==> src/rtl/ber_pkg.sv <==
// Shared definitions for the BER counter: state codes, clog2 helper, resync threshold.
// Optional re-synchronisation is enabled with the BER_RESYNC_EN macro.
package ber_pkg;

  localparam logic [0:0] SEARCH = 1'b0;
  localparam logic [0:0] COUNT  = 1'b1;

  localparam int RESYNC_DIV = 4;

  function automatic int clog2(input int v);
    int r;
    r = 0;
    while ((1 << r) < v) r++;
    return r;
  endfunction

  function automatic int resync_thr(input int win);
    return win / RESYNC_DIV;
  endfunction

endpackage

==> src/rtl/bit_delay_line.sv <==
// Reference-bit delay line with enable and tap select.
// Tap 0 is the live input; tap k is the input k enables ago.
module bit_delay_line
  import ber_pkg::*;
#(
  parameter int N_DELAY = 250,
  parameter int DW      = clog2(N_DELAY)
) (
  input  logic          clk,
  input  logic          reset,
  input  logic          enbl,
  input  logic          din,
  input  logic [DW-1:0] sel,
  output logic          tap
);

  logic [N_DELAY-2:0] sr;
  logic [N_DELAY-1:0] taps;

  assign taps = {sr, din};
  assign tap  = taps[sel];

  always_ff @(posedge clk) begin
    if (reset) begin
      sr <= '0;
    end else if (enbl) begin
      sr <= taps[N_DELAY-2:0];
    end
  end

endmodule

==> src/rtl/ber_counter.sv <==
// Bit-error counter: searches the channel delay, locks, then accumulates bits/errors.
// With BER_RESYNC_EN defined, an error-heavy window in COUNT restarts the search.
module ber_counter
  import ber_pkg::*;
#(
  parameter int N_DELAY   = 250,
  parameter int SYNC_WIN  = 511,
  parameter int NBT_COUNT = 64
) (
  input  logic                      clk,
  input  logic                      i_reset,
  input  logic                      i_enbl,
  input  logic                      i_bit_ref,
  input  logic                      i_bit_rx,
  output logic [NBT_COUNT-1:0]      o_accum_err,
  output logic [NBT_COUNT-1:0]      o_accum_tot,
  output logic [clog2(N_DELAY)-1:0] o_delay,
  output logic                      o_locked
);

  localparam int DW = clog2(N_DELAY);
  localparam int CW = clog2(SYNC_WIN);
  localparam int EW = clog2(SYNC_WIN + 1);

  logic [0:0]    state;
  logic [DW-1:0] cand;
  logic [DW-1:0] best_d;
  logic [DW-1:0] sel;
  logic [CW-1:0] win_cnt;
  logic [EW-1:0] win_err;
  logic [EW-1:0] best_err;
  logic [EW-1:0] err_nxt;
  logic          tap;
  logic          e;
  logic          win_end;
  logic          last_cand;
  logic          better;

  bit_delay_line #(
    .N_DELAY (N_DELAY),
    .DW      (DW)
  ) u_dly (
    .clk   (clk),
    .reset (i_reset),
    .enbl  (i_enbl),
    .din   (i_bit_ref),
    .sel   (sel),
    .tap   (tap)
  );

  assign sel       = (state == COUNT) ? o_delay : cand;
  assign e         = i_bit_rx ^ tap;
  assign err_nxt   = win_err + EW'(e);
  assign win_end   = (win_cnt == CW'(SYNC_WIN - 1));
  assign last_cand = (cand == DW'(N_DELAY - 1));
  assign better    = (err_nxt < best_err);
  assign o_locked  = (state == COUNT);

  always_ff @(posedge clk) begin
    if (i_reset) begin
      state       <= SEARCH;
      cand        <= '0;
      best_d      <= '0;
      best_err    <= '1;
      win_cnt     <= '0;
      win_err     <= '0;
      o_delay     <= '0;
      o_accum_err <= '0;
      o_accum_tot <= '0;
    end else if (i_enbl) begin
      unique case (1'b1)
        (state == SEARCH): begin
          if (win_end) begin
            win_cnt <= '0;
            win_err <= '0;
            if (better) begin
              best_err <= err_nxt;
              best_d   <= cand;
            end
            // The final window's result must be folded in before locking
            if (last_cand) begin
              o_delay <= better ? cand : best_d;
              state   <= COUNT;
              cand    <= '0;
            end else begin
              cand <= cand + 1'b1;
            end
          end else begin
            win_cnt <= win_cnt + 1'b1;
            win_err <= err_nxt;
          end
        end
        default: begin
          if (~&o_accum_tot) o_accum_tot <= o_accum_tot + 1'b1;
          if (e && ~&o_accum_err) o_accum_err <= o_accum_err + 1'b1;
`ifdef BER_RESYNC_EN
          if (win_end) begin
            win_cnt <= '0;
            win_err <= '0;
            if (err_nxt > EW'(resync_thr(SYNC_WIN))) begin
              state    <= SEARCH;
              cand     <= '0;
              best_d   <= '0;
              best_err <= '1;
            end
          end else begin
            win_cnt <= win_cnt + 1'b1;
            win_err <= err_nxt;
          end
`endif
        end
      endcase
    end
  end

endmodule

==> config.mk <==
export PLATFORM = sky130hd
export DESIGN_NAME = ber_counter
export DESIGN_NICKNAME = d
export VERILOG_FILES = /design/src/rtl/ber_pkg.sv /design/src/rtl/bit_delay_line.sv /design/src/rtl/ber_counter.sv
export SDC_FILE = /design/constraint.sdc
export NUM_CORES = 1
export LEC_CHECK = 0
export CORE_MARGIN = 4
export CORE_UTILIZATION = 55
export CTS_CLUSTER_SIZE = 10
export DETAILED_ROUTE_END_ITERATION = 16
export MAX_ROUTING_LAYER = met4
export PLACE_DENSITY = 0.75
export RECOVER_POWER = 100
export SYNTH_ARGS = -nofsm -noshare
export SYNTH_HDL_FRONTEND = slang
export SYNTH_SLANG_ARGS = --single-unit
==> constraint.sdc <==
create_clock -name clk -period 11.2 [get_ports clk]
set_input_delay 1.12 -clock clk [delete_from_list [all_inputs] [get_ports clk]]
set_output_delay 1.12 -clock clk [all_outputs]
set_load 0.02 [all_outputs]
Word level (Yosys, flattened, before mapping)
Cells that the tools add are included.

Register bits after elaboration: 429. Latch bits: 0. Bits in writable memories: 0. Memory bits (read-only): 0. Input bits: 5. Output and inout port bits: 137. Word-level logic and storage cells: 42. Memories kept: 0.

Add/subtract/negate cells: 5. Multiply operators: 0. Divide/modulo/power cells: 0. $lt $le $gt $ge: 2. Eq/ne operators: 2. Shifts and indexed selects: 0. Muxes and demuxes: 10. Bitwise operators: 3. Reductions and logical operators: 10.

Operators with widths (number): 64-bit by 1-bit adder with 64-bit output, second input constant (2); 64-bit AND reduction (2); 8-bit 2-to-1 mux (3); 9-bit 2-to-1 mux (2); 9-bit by 1-bit adder with 9-bit output (1); 9-bit by 1-bit adder with 9-bit output, second input constant (1); 9-bit equality test, second input constant (1); 8-bit by 9-bit less-than comparator with 1-bit output, second input constant (1); 9-bit less-than comparator (1); 3-bit AND reduction (3); 8-bit by 1-bit adder with 8-bit output, second input constant (1); 1-bit binary-select mux with 8-bit select (1); 8-bit equality test, second input constant (1); 4-bit AND reduction (2); 1-bit 2-to-1 mux (4); 1-bit inverter (2); 2-bit AND reduction (1); 1-bit logical AND (1); 1-bit logical NOT (1); 1-bit bitwise XOR (1).

Longest topological paths before layout
Word-level depth: 7. Gate-level depth with buffers: 30. Gate-level depth less buffers: 23.

Hierarchy
From an unflattened synthesis, not the netlist that was laid out.

Cells, all modules: 2109. Area total of the unflattened synthesis: 20035.5 um^2.

Modules (own cells, without submodules): bit_delay_line (times used 1, cells an instance 991, area an instance 10837.9 um^2, seq. area each 4984.8 um^2); ber_counter (times used 1, cells an instance 1118, area an instance 9197.6 um^2, seq. area each 3603.5 um^2).

Worst setup path before layout
OpenSTA, ideal clock, no wires.

Path type: input to register. Start point: input port i_bit_ref. End point: register best_err[4]. Library setup time: 0.122 ns. Arrival time: 5.291 ns. Data required time: 11.078 ns. Path slack: 5.787 ns. Cell stages on the path: 24. Path buffers: 3. Cell sequence: o211ai_1 > o31ai_1 > a22oi_1 > nand3_1 > a311o_1 > a31oi_1 > a211oi_2 > xnor2_2 > buf_6 > inv_2 > ha_1 > ha_1 > ha_1 > a21o_1 > a21o_1 > a21o_1 > a21oi_1 > nor2b_1 > o21ai_0 > a211o_1 > clkbuf_1 > clkbuf_1 > a21oi_1 > a311o_1.

Word-level cells in the longest chain between the ends: 6.

RTL lines: start, declared (line ber_counter.sv:13) `input logic i_bit_ref,`; 1-bit binary-select mux with 8-bit select (line bit_delay_line.sv:21) `assign tap = taps[sel];`; 1-bit 2-to-1 mux (not written as such) (line bit_delay_line.sv:21); 1-bit bitwise XOR (line ber_counter.sv:52) `assign e = i_bit_rx ^ tap;`; 9-bit by 1-bit adder with 9-bit output (line ber_counter.sv:53) `assign err_nxt = win_err + EW'(e);`; net err_nxt[1] (line ber_counter.sv:32) `logic [EW-1:0] err_nxt;`; 9-bit less-than comparator (line ber_counter.sv:56) `assign better = (err_nxt < best_err);`; 4-bit AND reduction (no source line); end signal, assigned (line ber_counter.sv:77) `best_err <= err_nxt;`; end, declared (line ber_counter.sv:31) `logic [EW-1:0] best_err;`.

The timed path passes the listed nets, and every way through them passes these cells. The select of a mux whose other input is x is not followed. A chain may end at the register's enable or synchronous reset.

Final worst setup path
Start point: register o_delay[0]. End point: register best_err[0].

Word-level cells in the longest chain between the ends: 7.

RTL lines: start, declared (line ber_counter.sv:17) `output logic [clog2(N_DELAY)-1:0] o_delay,`; start signal, assigned (line ber_counter.sv:82) `o_delay <= better ? cand : best_d;`; 8-bit 2-to-1 mux (line ber_counter.sv:51) `assign sel = (state == COUNT) ? o_delay : cand;`; 1-bit binary-select mux with 8-bit select (line bit_delay_line.sv:21); 1-bit 2-to-1 mux (not written as such) (line bit_delay_line.sv:21); 1-bit bitwise XOR (line ber_counter.sv:52); 9-bit by 1-bit adder with 9-bit output (line ber_counter.sv:53); net err_nxt[1] (line ber_counter.sv:32); 9-bit less-than comparator (line ber_counter.sv:56); 4-bit AND reduction (no source line).

The timed path passes the listed nets, and every way through them passes these cells. The select of a mux whose other input is x is not followed.

==> results.md <==
- The critical path goes through buf_4 > nand2_1 > o21ai_1 > a211oi_1 > a311oi_1 > nor3_1 > a211oi_1 > a221oi_1 > a211oi_2 > xnor2_4 > clkbuf_2 > inv_2 > ha_1 > ha_1 > ha_1 > a21o_1 > a21o_1 > a21o_1 > a21oi_1 > nor2b_1 > o21ai_0 > a211o_1 > nand2_1 > a211o_1.
- The number of violations reported at the end of detailed-routing iteration 0 is 1,655.
- In this run, CTS created clock tree buffers numbering 49.
- The critical path's slowest cell is sky130_fd_sc_hd__dfxtp_1.
- The static leakage is 9.45 nW.
- VDD sags by at most 0.000117 V.
- The clock-pin slew on the worst setup and hold paths is 0.06 ns.
- Headroom to the max-slew limit came out at -296%.
- The post-synthesis adder-cell area fraction is 0.949%.
- For this run, asynchronously set or reset flops after synthesis account for 0%.
- Cell internal power was estimated by the tool at 2.40 mW.
- Per report_power, the combinational group accounts for 3.5% of the total.
- The shortest clock period the worst path allows after layout is 9.34 ns.
- The max-capacitance violation count is 6.
- The number of sinks handled by clock tree synthesis is 429.
- The synthesized instance count is 2,495.
- The most used flip-flop cell after synthesis is sky130_fd_sc_hd__dfxtp_1.
- The switching power summed over all nets is 655 uW.
- The setup check on the worst reg-to-reg path leaves a slack of 1.86 ns.
- The initial antenna violation count is 0.
- The pre-CTS setup slack is 3.20 ns.
- The clock passes through at most 3 buffers.
- The run finished, with violations left.
- The final cell count without fillers is 3,057.
- In this run the power density over the cells is 128 nW/um^2.
- The most common cell after layout, fill and taps aside is sky130_fd_sc_hd__nor2_1.
- After detailed placement, the design holds a cell count of 2,996.
- Of all nets on the critical path, the largest fanout is 84.
- Of all cell types, the one taking the most synthesized area is sky130_fd_sc_hd__dfxtp_1.
- In this run the remaining antenna-violating nets after routing total 0.
- The number of nets in the layout is 2,557.
- The number of hold buffers added after CTS was 0.
- Once the clock tree was built, the resizer swapped 0 gates to a different size.
- The final reports fail on capacitance limit, slew limit.
- 0 antenna diodes ended up in the layout.
- The worst setup path is of the reg -> reg kind.
- The tree is rooted in a sky130_fd_sc_hd__clkbuf_16.
- The post-synthesis simple-gate area fraction is 21.6%.
- The cell area after layout is 23,900 sq um.
- Final hold analysis gives a worst-case slack of 0.462 ns.
- Setup violations remaining at the end of the flow were counted as 0.
- The pin count of the biggest net entering global routing is 168.
- The total wire length is 54,200 um.
- The share of synthesized area in the top cell type comes to 40.7%.
- The area growth from synthesis to layout is 13.3%.
- Counting every net in the synthesized netlist gives 2,516.
- Summing the areas of all compound-gate instances in the mapped netlist gives 13.1% of the synthesized area.
- For the pin with the worst max-slew slack, the measured transition is 5.94 ns.
- The clock tree skew after final layout is 0.0148 ns.
- The worst setup slack after layout is 1.86 ns.
- The total cell area at the placement stage is 22,600 sq um.
- In this run switching power makes up 21.5% of total power.
- In this run, synthesis inferred 0 flip-flops with an integrated enable.
- The weighted congestion reported at the end of routability-driven placement is 0.913.
- The data required time at the worst endpoint is 11.66 ns.
- Yosys attributes the largest share of cell area to sky130_fd_sc_hd__dfxtp_1 41%, sky130_fd_sc_hd__mux2i_1 13%, sky130_fd_sc_hd__nor2_1 9.7%.
- Clock latency on the worst-skew pair, taken at its later pin, is 0.58 ns.
- The share of the Yosys chip area taken by registers is 40.7%.
- The count of H-tree levels built during CTS is 2.
- In the final routed layout, each cell accounts on average for 17.7 um.
- In this run the vertical extent of the chip is 204 um.
- The total negative slack is 0 ns.
- The detailed-route vias per instance is 6.04.
- The first-pass GRT wire length is 87,800 um.
- The share of the core filled with cells in the final layout is 63.3%.
- The number of distinct library cell variants in the gate-level netlist after synthesis is 72.
- The tightest min-delay check is of the reg -> reg type.
- The count of port buffers added during placement is 141.
- Buffers added to address setup during post-CTS repair amount to 0.
- The worst setup path is captured at a register.
- Leaving out fill and tap cells, the most frequent cells in the layout are 547 x sky130_fd_sc_hd__nor2_1, 427 x sky130_fd_sc_hd__dfxtp_1, 278 x sky130_fd_sc_hd__mux2i_1.
- The kind of start point of the critical path is a register.
- The relative contribution of sequential cells to total power is 50.1%.
- The core outline area is 37,800 sq um.
- The detailed-router iteration count before antenna repair is 6.
- The Yosys step of the flow raised 0 warnings.
- The share of layout cells above drive strength 1 is 4.79%.
- The count of endpoints failing hold in the final timing report was 0.
- Summing every instance area after synthesis gives 21,100 sq um.
- The mean instance size in the synthesized netlist is 8.46 sq um.
- Summed over all layers, the global routing overflow is 0.
- The power share of the clock group is 46.4%.
- The achievable frequency is 107 MHz.
- The total track usage is 25.7%.
- TritonCTS built the clock tree.
- Detailed placement finished with a half-perimeter wire length of 35,700 um.
- After synthesis the netlist holds a flip-flop and latch count of 429.
- Setup repair after global routing left no endpoint under its margin.
- The worst endpoint data arrival time is 9.80 ns.
- The die covers 41,600 sq um.
- The max-slew violation count is 363.
- The mux cell area share after synthesis is 16.2%.
- The largest family of logic cells by synthesized area is simple AND/OR/NAND/NOR gates.
- The total number of vias is 18,500.
- Summing internal, switching and leakage power gives 3.05 mW.
- The floorplan has 71 rows.
- Of the available clock period, the critical path in the final layout requires 83.4%.
- The post-route DRC violation count is 0.
- The peak per-stage delay on the critical path is 1.48 ns.
- The horizontal extent of the die is 204 um.
- During I/O placement, the number of pins put on the boundary was 142.
- The number of global-route vias before repair is 17,100.
- For this configuration, the core starts out at a cell density of 55.9%.
- Summing the areas of all xor and xnor instances in the mapped netlist gives 3.19% of the synthesized area.
worst max-delay path: cells and delay by family (launching register included):
kind	cells	cell delay, ns
fa+ha+maj	3	0.90
buf+inv	3	1.93
simple gates	4	0.87
compound gates	13	3.85
xor+xnor	1	0.15
flops	1	1.48
layout make-up:
class                   count  area (sq um)
clock buffers              60          1350
clock inverters             1          8.76
fillers                  3243         13900
inverters                  36           135
multi-input cells        1857         11600
flip-flops and latches    429          8590
well taps                 511           639
repair buffers            163          1550
flip-flops by register name, indices dropped and copies added, names as in the netlist:
register,cells
u_dly.sr,249
o_accum_err,64
o_accum_tot,64
best_err,9
win_cnt,9
win_err,9
best_d,8
cand,8
o_delay,8
o_locked,1
final timing paths:
check                  start     endpoint  cells after the start
setup / recovery  o_delay[0]  best_err[0]                     24
setup reg to reg  o_delay[0]  best_err[0]                     24
hold / removal    win_err[0]   win_err[0]                      2
hold reg to reg   win_err[0]   win_err[0]                      2
cells by family (layout without fill, tap and decap cells):
family	count (synthesis)	in the layout
AND/OR/NAND/NOR	1006	1006
AO/OA/AOI/OAI	429	429
flip-flops	429	429
multiplexers	330	330
buffers and inverters	209	260
XOR/XNOR	76	76
adder cells (fa/ha/maj)	16	16
power by group through the flow:
stage / registers, mW / logic [mW] / clock network (mW)
2_1_floorplan: 1.56 / 0.0821 / 0
3_3_place_gp: 1.56 / 0.0937 / 0
3_5_place_dp: 1.56 / 0.0954 / 0
4_1_cts: 1.53 / 0.0955 / 1.44
5_1_grt: 1.53 / 0.114 / 1.51
6_report: 1.53 / 0.106 / 1.42
layer usage:
| layer | up-vias | track usage (%) | wire [um] |
|---|---|---|---|
| met5 | - | - | 0 |
| li1 | 8853 | - | - |
| met4 | 0 | 8.79 | 1730 |
| met3 | 141 | 4.21 | 3830 |
| met1 | 8803 | 33.6 | 23500 |
| met2 | 655 | 41.0 | 25200 |
synthesized netlist by cell type (all sizes together), types with 21 or more instances:
master	count
mux2i	280
a21oi	71
xnor2	26
nor3	34
xor2	50
o21bai	21
and3	30
inv	36
nor2b	38
dfxtp	429
nand4	43
mux2	47
o21ai	127
nand2	114
a22oi	41
o211ai	30
nor2	547
or3	26
clkbuf	93
o22ai	49
nand3	99
buf	80
Power figures use the tool's default switching activity.
